==> config.mk <==
export PLATFORM = sky130hd
export DESIGN_NAME = ft245_fifo_responder_flat
export DESIGN_NICKNAME = d
export VERILOG_FILES = /design/src/rtl/ft245_fifo_responder_pkg.sv /design/src/rtl/ft245_fifo_responder_if.sv /design/src/rtl/ft245_sync_fifo.sv /design/src/rtl/ft245_fifo_responder.sv /design/src/flat_wrapper.sv
export SDC_FILE = /design/constraint.sdc
export NUM_CORES = 1
export LEC_CHECK = 0
export ABC_AREA = 1
export BUFFER_PORTS_ARGS = -buffer_cell sky130_fd_sc_hd__buf_2
export CAP_MARGIN = 10
export CORE_ASPECT_RATIO = 2
export CORE_MARGIN = 1.5
export CORE_UTILIZATION = 62
export DETAILED_ROUTE_END_ITERATION = 8
export GPL_ROUTABILITY_DRIVEN = 0
export PLACE_DENSITY = 0.8
export SYNTH_ARGS = -nofsm -noshare
export SYNTH_HDL_FRONTEND = slang
export SYNTH_SLANG_ARGS = --single-unit
==> constraint.sdc <==
create_clock -name clk -period 2.3 [get_ports clk]
set_input_delay 0.46 -clock clk [delete_from_list [all_inputs] [get_ports clk]]
set_output_delay 0.46 -clock clk [all_outputs]
set_load 0.01 [all_outputs]
==> src/rtl/ft245_fifo_responder_pkg.sv <==
// ft245_fifo_responder_pkg: shared FSM encodings, strobe idle level and default FIFO depth
package ft245_fifo_responder_pkg;
    localparam int         DEFAULT_DEPTH_LOG2 = 4;
    localparam logic       STROBE_IDLE        = 1'b1;
    localparam logic [1:0] R_IDLE             = 2'd0;
    localparam logic [1:0] R_DRIVE            = 2'd1;
    localparam logic [1:0] R_POP              = 2'd2;
    localparam logic [0:0] W_IDLE             = 1'b0;
    localparam logic [0:0] W_CAPTURE          = 1'b1;
endpackage

==> src/rtl/ft245_fifo_responder_if.sv <==
// ft245_fifo_responder_if: FT245 pin bus plus host-side byte streams of the FTDI-side responder
interface ft245_fifo_responder_if;
    logic       ft_rd_n;
    logic       ft_wr_n;
    logic [7:0] ft_data_i;
    logic [7:0] ft_data_o;
    logic       ft_data_oe;
    logic       ft_rxf_n;
    logic       ft_txe_n;
    logic [7:0] h_rx_data;
    logic       h_rx_valid;
    logic       h_rx_ready;
    logic [7:0] h_tx_data;
    logic       h_tx_valid;
    logic       h_tx_ready;
    logic       err_underrun;
    logic       err_overflow;
    modport master (
        output ft_rd_n, ft_wr_n, ft_data_i, h_rx_data, h_rx_valid, h_tx_ready,
        input  ft_data_o, ft_data_oe, ft_rxf_n, ft_txe_n, h_rx_ready, h_tx_data, h_tx_valid,
               err_underrun, err_overflow
    );
    modport slave (
        input  ft_rd_n, ft_wr_n, ft_data_i, h_rx_data, h_rx_valid, h_tx_ready,
        output ft_data_o, ft_data_oe, ft_rxf_n, ft_txe_n, h_rx_ready, h_tx_data, h_tx_valid,
               err_underrun, err_overflow
    );
endinterface

==> src/rtl/ft245_sync_fifo.sv <==
// ft245_sync_fifo: byte FIFO, first-word fall-through, extra pointer bit separates full from empty
module ft245_sync_fifo
    import ft245_fifo_responder_pkg::*;
#(
    parameter int DEPTH_LOG2 = DEFAULT_DEPTH_LOG2
) (
    input  logic       clk,
    input  logic       rst_n,
    input  logic       push,
    input  logic [7:0] wdata,
    input  logic       pop,
    output logic [7:0] rdata,
    output logic       full,
    output logic       empty
);
    logic [DEPTH_LOG2:0] wptr_q, wptr_d, rptr_q, rptr_d;
    logic [7:0]          mem_q [2**DEPTH_LOG2];
    logic                push_ok, pop_ok;

    // status and pointer advance; a pop frees the slot a same-cycle push needs when full
    always_comb begin
        empty   = wptr_q == rptr_q;
        full    = (wptr_q[DEPTH_LOG2] != rptr_q[DEPTH_LOG2]) &&
                  (wptr_q[DEPTH_LOG2-1:0] == rptr_q[DEPTH_LOG2-1:0]);
        pop_ok  = pop & ~empty;
        push_ok = push & (~full | pop_ok);
        wptr_d  = wptr_q + {{DEPTH_LOG2{1'b0}}, push_ok};
        rptr_d  = rptr_q + {{DEPTH_LOG2{1'b0}}, pop_ok};
        rdata   = mem_q[rptr_q[DEPTH_LOG2-1:0]];
    end

    // pointer registers, cleared by reset so contents are discarded
    always_ff @(posedge clk or negedge rst_n) begin
        if (!rst_n) begin
            wptr_q <= '0;
            rptr_q <= '0;
        end else begin
            wptr_q <= wptr_d;
            rptr_q <= rptr_d;
        end
    end

    // storage array, written only on accepted pushes
    always_ff @(posedge clk) begin
        if (push_ok) mem_q[wptr_q[DEPTH_LOG2-1:0]] <= wdata;
    end
endmodule

==> src/rtl/ft245_fifo_responder.sv <==
// ft245_fifo_responder: FTDI-side peer of the CPLD FT245 master; RX/TX byte FIFOs behind RD#/WR#.
// Define FT245_LOOPBACK_EN to route captured CPLD writes back into the RX FIFO.
module ft245_fifo_responder
    import ft245_fifo_responder_pkg::*;
#(
    parameter int DEPTH_LOG2  = DEFAULT_DEPTH_LOG2,
    parameter int SYNC_STAGES = 2
) (
    input logic                   clk,
    input logic                   rst_n,
    ft245_fifo_responder_if.slave bus
);
    logic [SYNC_STAGES-1:0] rd_sync_q, rd_sync_d, wr_sync_q, wr_sync_d, fill_q, fill_d;
    logic                   rd_prev_q, rd_prev_d, wr_prev_q, wr_prev_d;
    logic                   rd_arm_q, rd_arm_d, wr_arm_q, wr_arm_d, init_q, init_d;
    logic                   rd_s, wr_s, chain_ok, rd_fall, rd_rise, wr_fall;
    logic [1:0]             rstate_q, rstate_d;
    logic [0:0]             wstate_q, wstate_d;
    logic                   oe_q, oe_d, rxf_q, rxf_d, txe_q, txe_d, und_q, und_d, ovf_q, ovf_d;
    logic [7:0]             dout_q, dout_d;
    logic                   cap, h_rx_ready_c;
    logic                   rx_push, rx_pop, rx_full, rx_empty;
    logic                   tx_push, tx_pop, tx_full, tx_empty;
    logic [7:0]             rx_wdata, rx_rdata, tx_wdata, tx_rdata;

    // strobe synchronizers; edges are armed only after the real pin level has been seen high since reset
    always_comb begin
        rd_sync_d = {rd_sync_q[SYNC_STAGES-2:0], bus.ft_rd_n};
        wr_sync_d = {wr_sync_q[SYNC_STAGES-2:0], bus.ft_wr_n};
        fill_d    = {fill_q[SYNC_STAGES-2:0], 1'b1};
        chain_ok  = fill_q[SYNC_STAGES-1];
        rd_s      = rd_sync_q[SYNC_STAGES-1];
        wr_s      = wr_sync_q[SYNC_STAGES-1];
        rd_prev_d = rd_s;
        wr_prev_d = wr_s;
        rd_arm_d  = rd_arm_q | (chain_ok & rd_s);
        wr_arm_d  = wr_arm_q | (chain_ok & wr_s);
        rd_fall   = rd_arm_q & rd_prev_q & ~rd_s;
        rd_rise   = ~rd_prev_q & rd_s;
        wr_fall   = wr_arm_q & wr_prev_q & ~wr_s;
        init_d    = 1'b1;
    end

    // read FSM: snapshot RX head on the falling strobe, pop once the strobe is released
    always_comb begin
        rstate_d = rstate_q;
        oe_d     = oe_q;
        dout_d   = dout_q;
        und_d    = und_q;
        rx_pop   = 1'b0;
        case (rstate_q)
            R_IDLE: if (rd_fall) begin
                rstate_d = R_DRIVE;
                oe_d     = 1'b1;
                dout_d   = rx_empty ? 8'h00 : rx_rdata;
            end
            R_DRIVE: if (rd_rise) begin
                rstate_d = R_POP;
                oe_d     = 1'b0;
            end
            R_POP: begin
                rstate_d = R_IDLE;
                rx_pop   = ~rx_empty;
                und_d    = und_q | rx_empty;
            end
            default: begin
                rstate_d = R_IDLE;
                oe_d     = 1'b0;
            end
        endcase
    end

    // write FSM and FIFO steering; one capture per falling write strobe
    always_comb begin
        wstate_d = (wstate_q == W_IDLE && wr_fall) ? W_CAPTURE : W_IDLE;
        cap      = wstate_q == W_CAPTURE;
`ifdef FT245_LOOPBACK_EN
        h_rx_ready_c = init_q & ~rx_full & ~cap;
        rx_push      = cap | (bus.h_rx_valid & h_rx_ready_c);
        rx_wdata     = cap ? bus.ft_data_i : bus.h_rx_data;
        tx_push      = 1'b0;
        tx_wdata     = 8'h00;
        tx_pop       = 1'b0;
        ovf_d        = ovf_q | (cap & rx_full & ~rx_pop);
        txe_d        = rx_full;
`else
        h_rx_ready_c = init_q & ~rx_full;
        rx_push      = bus.h_rx_valid & h_rx_ready_c;
        rx_wdata     = bus.h_rx_data;
        tx_push      = cap;
        tx_wdata     = bus.ft_data_i;
        tx_pop       = bus.h_tx_ready & ~tx_empty;
        ovf_d        = ovf_q | (cap & tx_full & ~tx_pop);
        txe_d        = tx_full;
`endif
        rxf_d = rx_empty;
    end

    // drive the interface outputs
    always_comb begin
        bus.ft_data_o    = dout_q;
        bus.ft_data_oe   = oe_q;
        bus.ft_rxf_n     = rxf_q;
        bus.ft_txe_n     = txe_q;
        bus.h_rx_ready   = h_rx_ready_c;
        bus.err_underrun = und_q;
        bus.err_overflow = ovf_q;
`ifdef FT245_LOOPBACK_EN
        bus.h_tx_valid   = 1'b0;
        bus.h_tx_data    = 8'h00;
`else
        bus.h_tx_valid   = ~tx_empty;
        bus.h_tx_data    = tx_empty ? 8'h00 : tx_rdata;
`endif
    end

    // state registers with asynchronous reset
    always_ff @(posedge clk or negedge rst_n) begin
        if (!rst_n) begin
            rd_sync_q <= {SYNC_STAGES{STROBE_IDLE}};
            wr_sync_q <= {SYNC_STAGES{STROBE_IDLE}};
            fill_q    <= '0;
            rd_prev_q <= STROBE_IDLE;
            wr_prev_q <= STROBE_IDLE;
            rd_arm_q  <= 1'b0;
            wr_arm_q  <= 1'b0;
            init_q    <= 1'b0;
            rstate_q  <= R_IDLE;
            wstate_q  <= W_IDLE;
            oe_q      <= 1'b0;
            dout_q    <= 8'h00;
            rxf_q     <= 1'b1;
            txe_q     <= 1'b1;
            und_q     <= 1'b0;
            ovf_q     <= 1'b0;
        end else begin
            rd_sync_q <= rd_sync_d;
            wr_sync_q <= wr_sync_d;
            fill_q    <= fill_d;
            rd_prev_q <= rd_prev_d;
            wr_prev_q <= wr_prev_d;
            rd_arm_q  <= rd_arm_d;
            wr_arm_q  <= wr_arm_d;
            init_q    <= init_d;
            rstate_q  <= rstate_d;
            wstate_q  <= wstate_d;
            oe_q      <= oe_d;
            dout_q    <= dout_d;
            rxf_q     <= rxf_d;
            txe_q     <= txe_d;
            und_q     <= und_d;
            ovf_q     <= ovf_d;
        end
    end

    ft245_sync_fifo #(.DEPTH_LOG2(DEPTH_LOG2)) u_rx (
        .clk(clk), .rst_n(rst_n), .push(rx_push), .wdata(rx_wdata), .pop(rx_pop),
        .rdata(rx_rdata), .full(rx_full), .empty(rx_empty)
    );

    ft245_sync_fifo #(.DEPTH_LOG2(DEPTH_LOG2)) u_tx (
        .clk(clk), .rst_n(rst_n), .push(tx_push), .wdata(tx_wdata), .pop(tx_pop),
        .rdata(tx_rdata), .full(tx_full), .empty(tx_empty)
    );
endmodule

==> src/flat_wrapper.sv <==
// flat-port wrapper written by rule: the top's interface ports become plain ports
module ft245_fifo_responder_flat import ft245_fifo_responder_pkg::*;
#(
    parameter int DEPTH_LOG2  = DEFAULT_DEPTH_LOG2,
    parameter int SYNC_STAGES = 2
)
  (clk, rst_n, bus_ft_rd_n, bus_ft_wr_n, bus_ft_data_i, bus_h_rx_data, bus_h_rx_valid, bus_h_tx_ready, bus_ft_data_o, bus_ft_data_oe, bus_ft_rxf_n, bus_ft_txe_n, bus_h_rx_ready, bus_h_tx_data, bus_h_tx_valid, bus_err_underrun, bus_err_overflow);
  ft245_fifo_responder_if bus_i ();
  input logic clk;
  input logic rst_n;
  input wire logic [$bits(bus_i.ft_rd_n)-1:0] bus_ft_rd_n;
  input wire logic [$bits(bus_i.ft_wr_n)-1:0] bus_ft_wr_n;
  input wire logic [$bits(bus_i.ft_data_i)-1:0] bus_ft_data_i;
  input wire logic [$bits(bus_i.h_rx_data)-1:0] bus_h_rx_data;
  input wire logic [$bits(bus_i.h_rx_valid)-1:0] bus_h_rx_valid;
  input wire logic [$bits(bus_i.h_tx_ready)-1:0] bus_h_tx_ready;
  output wire logic [$bits(bus_i.ft_data_o)-1:0] bus_ft_data_o;
  output wire logic [$bits(bus_i.ft_data_oe)-1:0] bus_ft_data_oe;
  output wire logic [$bits(bus_i.ft_rxf_n)-1:0] bus_ft_rxf_n;
  output wire logic [$bits(bus_i.ft_txe_n)-1:0] bus_ft_txe_n;
  output wire logic [$bits(bus_i.h_rx_ready)-1:0] bus_h_rx_ready;
  output wire logic [$bits(bus_i.h_tx_data)-1:0] bus_h_tx_data;
  output wire logic [$bits(bus_i.h_tx_valid)-1:0] bus_h_tx_valid;
  output wire logic [$bits(bus_i.err_underrun)-1:0] bus_err_underrun;
  output wire logic [$bits(bus_i.err_overflow)-1:0] bus_err_overflow;
  assign bus_i.ft_rd_n = bus_ft_rd_n;
  assign bus_i.ft_wr_n = bus_ft_wr_n;
  assign bus_i.ft_data_i = bus_ft_data_i;
  assign bus_i.h_rx_data = bus_h_rx_data;
  assign bus_i.h_rx_valid = bus_h_rx_valid;
  assign bus_i.h_tx_ready = bus_h_tx_ready;
  assign bus_ft_data_o = bus_i.ft_data_o;
  assign bus_ft_data_oe = bus_i.ft_data_oe;
  assign bus_ft_rxf_n = bus_i.ft_rxf_n;
  assign bus_ft_txe_n = bus_i.ft_txe_n;
  assign bus_h_rx_ready = bus_i.h_rx_ready;
  assign bus_h_tx_data = bus_i.h_tx_data;
  assign bus_h_tx_valid = bus_i.h_tx_valid;
  assign bus_err_underrun = bus_i.err_underrun;
  assign bus_err_overflow = bus_i.err_overflow;
  ft245_fifo_responder #(.DEPTH_LOG2(DEPTH_LOG2), .SYNC_STAGES(SYNC_STAGES)) u_core (.clk(clk), .rst_n(rst_n), .bus(bus_i));
endmodule
==> metrics.csv, run 1 <==
metric,value,unit
cell area after synthesis,12900,µm²
antenna diode count,0,
"reg-to-reg slack, setup",-0.06,ns
leak pwr,6.42,nW
initial standard-cell utilization of the core,63.0,%
total die area,21700,µm²
post-placement setup slack,0.188,ns
fin. max-slew vios,0,
post-synthesis cell type with the largest combined area,sky130_fd_sc_hd__edfxtp_1,
Tot Pwr,18.7,mW
most used cells in the layout excluding fill and tap cells,"sky130_fd_sc_hd__nand2_1, sky130_fd_sc_hd__edfxtp_1, sky130_fd_sc_hd__inv_1",
Core Region,20500,µm²
DRC violations left,1,
global routing usage summed across all routing layers,29.8,%
via count of the first global-routing pass,9021,
final sum of negative setup slack,-3.50,ns
length of the first detailed-routing pass in iterations,8,
Layout Skew,0.0341,ns
top area cells in the synthesized netlist,"sky130_fd_sc_hd__edfxtp_1, sky130_fd_sc_hd__nand2_1, sky130_fd_sc_hd__dfrtp_1, sky130_fd_sc_hd__nand3_1, sky130_fd_sc_hd__inv_1",
Layout fillers,1300,
fraction of final layout cells sized beyond drive strength 1,17.1,%
met3 wirelength from detailed routing,2440,µm
total length of routed wires,33600,µm
required time of the critical path,1.84,ns
largest net degree at the start of global routing,65,
final-stage net count,1357,
Die Y,207,µm
Worst Hold Margin,0.0245,ns
type of the worst setup path,flip-flop to output port,
setup repair after global routing missed its margin,true,
Fin. Hold Viols,0,
Max Cap Viol,0,
final worst slack,-0.421,ns
worst max-slew margin expressed relative to the limit,41.0,%
CTS buffer count,25,
clock latency on the worst-skew pair,0.56,ns
first-pass GRT wire length,48200,µm
clock period minus worst slack,2.72,ns
instance count of the mapped netlist,1248,
final standard cell utilization of the core,73.5,%
count of vias placed by the detailed router,9184,
power per cell area,1240,nW/µm²
worst hold path type,input port to flip-flop,
CTS tree,done,
post-route fraction of the period consumed by the critical path,118,%
Worst-Margin Slew,0.885,ns
area fraction of the dominant cell type after synthesis,59.6,%
failing checks,"design-rule violations, negative setup slack",
# setup viols final,25,
crit path max fanout,14,
count of different cell masters after synthesis,29,
critical path launch point type,flip-flop,
clock transition at the registers of the reported paths,0.07,ns
Longest Clk Path Bufs,3,
status,"complete, but fails checks",
post-synthesis sequential element count,302,
mean number of vias per cell,5.70,
Worst Path Arrival,2.26,ns
clock tree root driver cell,sky130_fd_sc_hd__clkbuf_16,
Fmax,368,MHz
number of clock sinks,302,
part of the Yosys area used for sequential elements,68.6,%
largest voltage drop on the vdd net,1.06,mV
total of warnings raised by yosys,0,
Initial DRC Count,820,
Post-DRT Antenna Nets,0,
synthesized area per cell,10.3,µm²
aggregate global routing overflow,0,
endpoint type of the worst setup path,output port,
width of the die,105,µm
total of buffers placed on input and output ports,44,
"most common cell after layout, fill and taps aside",sky130_fd_sc_hd__nand2_1,
met2 routed wirelength,18100,µm
total I/O pin count,45,
level count of the clock H-tree,1,
sum of routed wire segments on met1,10300,µm
signed area change from the synthesized netlist to the final layout,16.6,%
wire length per cell after detailed routing,20.8,µm
number of nets produced by synthesis,1278,
highest metal layer with signal wires,met4,
HPWL reported at the end of detailed placement,20200,µm
number of antenna violations at the first check in global routing,0,
standard-cell row count,74,
==> stage by stage <==
stage / cells / area (µm²)
after floorplan: 1248 / 12900
after global placement: 1548 / 13500
after detailed placement: 1548 / 13500
after CTS: 1608 / 14800
after global routing: 1612 / 15000
final: 1612 / 15000
==> worst max-delay path: stages, from the launching register on <==
cell and delay [ns]:
sky130_fd_sc_hd__dfrtp_2 0.46, sky130_fd_sc_hd__buf_6 0.16, sky130_fd_sc_hd__buf_16 0.14, sky130_fd_sc_hd__nand2_1 0.06, sky130_fd_sc_hd__nand2_1 0.09, sky130_fd_sc_hd__nand2_1 0.06, sky130_fd_sc_hd__nand3_1 0.18, sky130_fd_sc_hd__nand3_2 0.19
sky130_fd_sc_hd__a21oi_2 0.21, sky130_fd_sc_hd__buf_2 0.15
==> area by class of cell <==
type / instances / area (µm²) / area share, %
Sequential cell: 302 / 8850 / 58.9
Timing Repair Buffer: 102 / 890 / 5.91
Inverter: 160 / 612 / 4.07
Clock inverter: 19 / 289 / 1.92
Tap cell: 266 / 333 / 2.21
Multi-Input combinational cell: 736 / 3430 / 22.8
Clock buffer: 27 / 633 / 4.21
==> synth_stat cells (all sizes together) <==
cell,number
edfxtp,256
a21o,3
nand2,423
inv,157
clkinv,3
nand4,4
a21oi,10
dfrtp,38
o21bai,1
ha,8
dfstp,8
buf,39
nand3,137
nor3,2
o21ai,25
xor2,15
xnor2,5
conb,1
nor2,100
clkbuf,12
or2,1
==> per-layer routing <==
metal | vias up | track usage, %
li1 | 4194 | -
met1 | 4305 | 29.0
met2 | 517 | 56.5
met3 | 168 | 4.19
met4 | 0 | 20.1
met5 | - | 0
==> sequential cells by signal (all words and copies together) (netlist names) <==
| signal | cells |
|---|---|
| u_core.bus.err_overflow | 1 |
| u_core.bus.err_underrun | 1 |
| u_core.bus.ft_data_o | 8 |
| u_core.bus.ft_data_oe | 1 |
| u_core.bus.ft_rxf_n | 1 |
| u_core.bus.ft_txe_n | 1 |
| u_core.cap | 1 |
| u_core.fill_q | 2 |
| u_core.rd_arm_q | 1 |
| u_core.rd_prev_q | 1 |
| u_core.rd_sync_q | 2 |
| u_core.rstate_q | 2 |
| u_core.u_rx.mem_q | 128 |
| u_core.u_rx.rptr_q | 5 |
| u_core.u_rx.wptr_q | 5 |
| u_core.u_tx.mem_q | 128 |
| u_core.u_tx.rptr_q | 5 |
| u_core.u_tx.wptr_q | 5 |
| u_core.wr_arm_q | 1 |
| u_core.wr_prev_q | 1 |
| u_core.wr_sync_q | 2 |
==> logic make-up (layout without fill, tap and decap cells) <==
kind of cell	after synthesis	count (layout)	share of synthesized area (%)
xor+xnor	20	20	1.36
other cells	1	1	0.0291
flops	302	302	68.6
compound gates	39	39	1.59
simple gates	667	668	20.9
buf+inv	211	308	6.71
fa+ha+maj	8	8	0.776
==> worst paths after layout <==
path                                                  from                                  end  depth (start not counted)
setup / recovery           u_core.u_tx.rptr_q[0]$_DFF_PN0_                     bus_h_tx_data[6]                          9
hold / removal                                 bus_ft_wr_n        u_core.wr_sync_q[0]$_DFF_PN1_                          1
setup reg to reg           u_core.u_tx.rptr_q[0]$_DFF_PN0_    u_core.u_tx.mem_q[8][2]$_DFFE_PP_                          8
hold reg to reg              u_core.rd_sync_q[0]$_DFF_PN1_        u_core.rd_sync_q[1]$_DFF_PN1_                          0
max in group asynchronous                            rst_n  u_core.bus.err_underrun$_DFFE_PN0N_                          2
min in group asynchronous                            rst_n      u_core.u_tx.rptr_q[2]$_DFF_PN0_                          1
==> where the power goes <==
group          leakage (nW)  internal, mW  switching [mW]  total (mW)
Clock                 0.432          2.72            1.99        4.71
Sequential             2.84          6.45           0.409        6.86
Combinational          3.15          2.48            4.65        7.13
==> repair_timing <==
item / CTS / global route
cloned: 7 / 1
endpoints found under the setup margin: 10 / 61
pin swaps: 16 / 26
buffers inserted: 7 / 4
hold buffers: 0 / 0
gates resized for setup: 51 / 41
No activity file was read; power rests on OpenSTA's default activity.
==> inputs of run 2 (changes only) <==
==> constraint.sdc (replaced) <==
create_clock -name clk -period 2.3 [get_ports clk]
set_input_delay 0.23 -clock clk [delete_from_list [all_inputs] [get_ports clk]]
set_output_delay 0.23 -clock clk [all_outputs]
set_load 0.01 [all_outputs]
==> run 2 against run 1 <==
  * Count of clock-buffer cells in the layout is 1 higher
  * Critical endpoint is now bus_h_tx_data[2]
  * The run ends with negative setup slack left
  * Sequential share of layout area down 0.21 points
  * Worst hold slack better by 0.097 ns
==> metrics.csv, run 2 (synthesis gave the netlist of run 1 again) <==
metric,value,unit,change
cell repeated most along the worst path,sky130_fd_sc_hd__nand2_1,,unchanged
failing checks,negative setup slack,,"was design-rule violations, negative setup slack"
required time of the critical path,2.07,ns,was 1.84 ns
clock period minus worst slack,2.52,ns,was 2.72 ns
"most common cell after layout, fill and taps aside",sky130_fd_sc_hd__nand2_1,,unchanged
final worst slack,-0.224,ns,was -0.421 ns
Longest Clk Path Bufs,3,,unchanged
crit path max fanout,8,,was 14
standard-cell row count,74,,unchanged
critical path startpoint,u_core.u_tx.rptr_q[0]$_DFF_PN0_,,unchanged
status,"complete, but fails checks",,unchanged
mean number of vias per cell,5.78,,was 5.70
net load switching power,7.24,mW,was 7.05 mW
portion of total power attributed to sequential cells,36.4,%,was 36.7%
worst hold path type,input port to flip-flop,,unchanged
post-route fraction of the period consumed by the critical path,110,%,was 118%
count of vias placed by the detailed router,9306,,was 9184
total of buffers placed on input and output ports,44,,unchanged
clock transition at the registers of the reported paths,0.07,ns,about the same
slowest cell on the critical path,sky130_fd_sc_hd__dfrtp_2,,unchanged
switching share of power,38.4,%,was 37.7%
# setup viols final,18,,was 25
number of antenna violations at the first check in global routing,2,,was 0
Max Cap Viol,0,,unchanged
power per cell area,1250,nW/µm²,was 1240 nW/µm²
largest voltage drop on the vdd net,0.958,mV,was 1.06 mV
Initial DRC Count,851,,was 820
total I/O pin count,45,,unchanged
CTS tree,done,,unchanged
signed area change from the synthesized netlist to the final layout,17.0,%,was 16.6%
wire length per cell after detailed routing,21.9,µm,was 20.8 µm
type of the worst setup path,flip-flop to output port,,unchanged
leak pwr,6.44,nW,was 6.42 nW
via count of the first global-routing pass,9519,,was 9021
critical path launch point type,flip-flop,,unchanged
non-filler instance count after layout,1611,,was 1612
startpoint of the most critical register-to-register path,u_core.u_tx.rptr_q[0]$_DFF_PN0_,,unchanged
level count of the clock H-tree,1,,unchanged
length of the first detailed-routing pass in iterations,6,,was 8
Worst-Margin Slew,0.938,ns,was 0.885 ns
setup repair after global routing missed its margin,true,,unchanged
Layout fillers,1322,,was 1300
hold_sp,bus_h_tx_ready,,was bus_ft_wr_n
biggest cell delay along the critical path,0.45,ns,was 0.46 ns
final-stage net count,1357,,unchanged
final sum of negative setup slack,-0.922,ns,was -3.50 ns
first-pass GRT wire length,50500,µm,was 48200 µm
most used cells in the layout excluding fill and tap cells,"sky130_fd_sc_hd__nand2_1, sky130_fd_sc_hd__edfxtp_1, sky130_fd_sc_hd__inv_1",,unchanged
Core Region,20500,µm²,unchanged
Fmax,396,MHz,was 368 MHz
Fin. Hold Viols,0,,unchanged
DRC violations left,0,,was 1
Layout Skew,0.0157,ns,was 0.0341 ns
Worst Path Arrival,2.29,ns,was 2.26 ns
worst max-slew margin expressed relative to the limit,37.5,%,was 41.0%
largest net degree at the start of global routing,66,,was 65
aggregate global routing overflow,0,,unchanged
CTS buffer count,24,,was 25
internal portion of total power,11.6,mW,about the same
Die Y,207,µm,unchanged
combined area of the multi-input logic cells,3490,µm²,was 3430 µm²
HPWL reported at the end of detailed placement,20900,µm,was 20200 µm
Post-DRT Antenna Nets,0,,unchanged
endpoint type of the worst setup path,output port,,unchanged
clock tree root driver cell,sky130_fd_sc_hd__clkbuf_16,,unchanged
clock latency on the worst-skew pair,0.54,ns,was 0.56 ns
global routing usage summed across all routing layers,31.0,%,was 29.8%
"Non-Filler Cell Area, Final",15100,µm²,was 15000 µm²
DP Cell Count,1540,,was 1548
Logic pwr share,40.6,%,was 38.1%
fin. max-slew vios,0,,unchanged
sequential cell area in the final layout,8850,µm²,unchanged
number of clock sinks,302,,unchanged
width of the die,105,µm,unchanged
initial standard-cell utilization of the core,63.0,%,unchanged
total length of routed wires,35400,µm,was 33600 µm
fraction of final layout cells sized beyond drive strength 1,17.6,%,was 17.1%
crit path cell chain,buf_12 -> clkinv_16 -> buf_12 -> nand2_1 -> nand2_1 -> nand2_1 -> nand2_2 -> nand2_1 -> nand2_1 -> inv_1 -> a21oi_1 -> buf_2,,was buf_6 -> buf_16 -> nand2_1 -> nand2_1 -> nand2_1 -> nand3_1 -> nand3_2 -> a21oi_2 -> buf_2
antenna diode count,0,,unchanged
portion of total power attributed to the clock network,23.0,%,was 25.2%
post-detailed-placement cell area,13500,µm²,about the same
"reg-to-reg slack, setup",-0.03,ns,was -0.06 ns
total die area,21700,µm²,unchanged
Worst Hold Margin,0.121,ns,was 0.0245 ns
[run 2: cell types whose count changed in the layout (fill, tap and decap cells not counted), moves of 4 or more]
cell,before,now
sky130_fd_sc_hd__clkbuf_16,26,31
sky130_fd_sc_hd__nand2_1,412,395
sky130_fd_sc_hd__nand2_2,10,27
sky130_fd_sc_hd__inv_1,142,146
sky130_fd_sc_hd__nand3_1,123,119
sky130_fd_sc_hd__buf_4,41,35
sky130_fd_sc_hd__clkinv_2,1,7
sky130_fd_sc_hd__a21oi_2,8,4
sky130_fd_sc_hd__a21oi_1,2,6
sky130_fd_sc_hd__inv_2,12,8
[run 2: worst paths after layout]
| kind | to | cells past startpoint |
|---|---|---|
| setup / recovery | bus_h_tx_data[2] | 12 |
| hold / removal | u_core.u_tx.rptr_q[0]$_DFF_PN0_ | 4 |
| setup reg to reg | u_core.u_tx.rptr_q[4]$_DFF_PN0_ | 12 |
| hold reg to reg | u_core.rd_sync_q[1]$_DFF_PN1_ | 0 |
| max in group asynchronous | u_core.u_rx.rptr_q[0]$_DFF_PN0_ | 2 |
| min in group asynchronous | u_core.u_tx.rptr_q[0]$_DFF_PN0_ | 2 |
[run 2: through the flow]
stage	setup WS, ns	total power [mW]	util [%]
4_1_cts	-0.0491	17.8	72.0
2_1_floorplan	0.417	10.7	-
6_report	-0.224	18.8	73.8
5_1_grt	-0.274	19.5	73.8
3_5_place_dp	0.148	12.6	65.9
3_3_place_gp	0.226	12.5	65.9
[run 2: timing repair]
item | in CTS | in global routing
endpoints found under the hold margin | 33 | 0
hold buffers | 3 | 0
resized for setup | 46 | 58
gates cloned | 6 | 9
setup buffers | 6 | 4
endpoints found under the setup margin | 8 | 106
pin swaps | 14 | 34
[run 2: routing by layer]
layer | up-vias | GRT usage, % | part of all wire (%) | routed length, µm
met5 | - | 0 | 0.028 | 10
met4 | 2 | 23.1 | 10 | 3570
met3 | 195 | 4.22 | 7.7 | 2730
met2 | 556 | 57.3 | 53 | 18800
met1 | 4365 | 30.7 | 29 | 10300
li1 | 4188 | - | - | -
[run 2: area by class of cell]
| type | count | area share, % |
|---|---|---|
| Tap cell | 266 | 2.20 |
| Sequential cell | 302 | 58.6 |
| Inverter | 160 | 4.21 |
| Timing Repair Buffer | 101 | 6.36 |
| Multi-Input combinational cell | 738 | 23.1 |
| Clock inverter | 16 | 1.20 |
| Clock buffer | 28 | 4.28 |
[run 2: power by group through the flow]
| stage | clock (mW) | sequential (mW) | combinational (mW) |
|---|---|---|---|
| final | 4.34 | 6.85 | 7.65 |
| after floorplan | 0 | 6.83 | 3.85 |
| after detailed placement | 0 | 6.91 | 5.71 |
| after CTS | 4.37 | 6.80 | 6.60 |
| after global routing | 4.57 | 6.88 | 8.10 |
| after global placement | 0 | 6.88 | 5.62 |
[run 2: critical path: cells and delay by family (launching register included)]
family | cells | cell delay [ns]
AO/OA/AOI/OAI | 1 | 0.16
buffers and inverters | 5 | 0.58
flip-flops | 1 | 0.45
AND/OR/NAND/NOR | 6 | 0.56
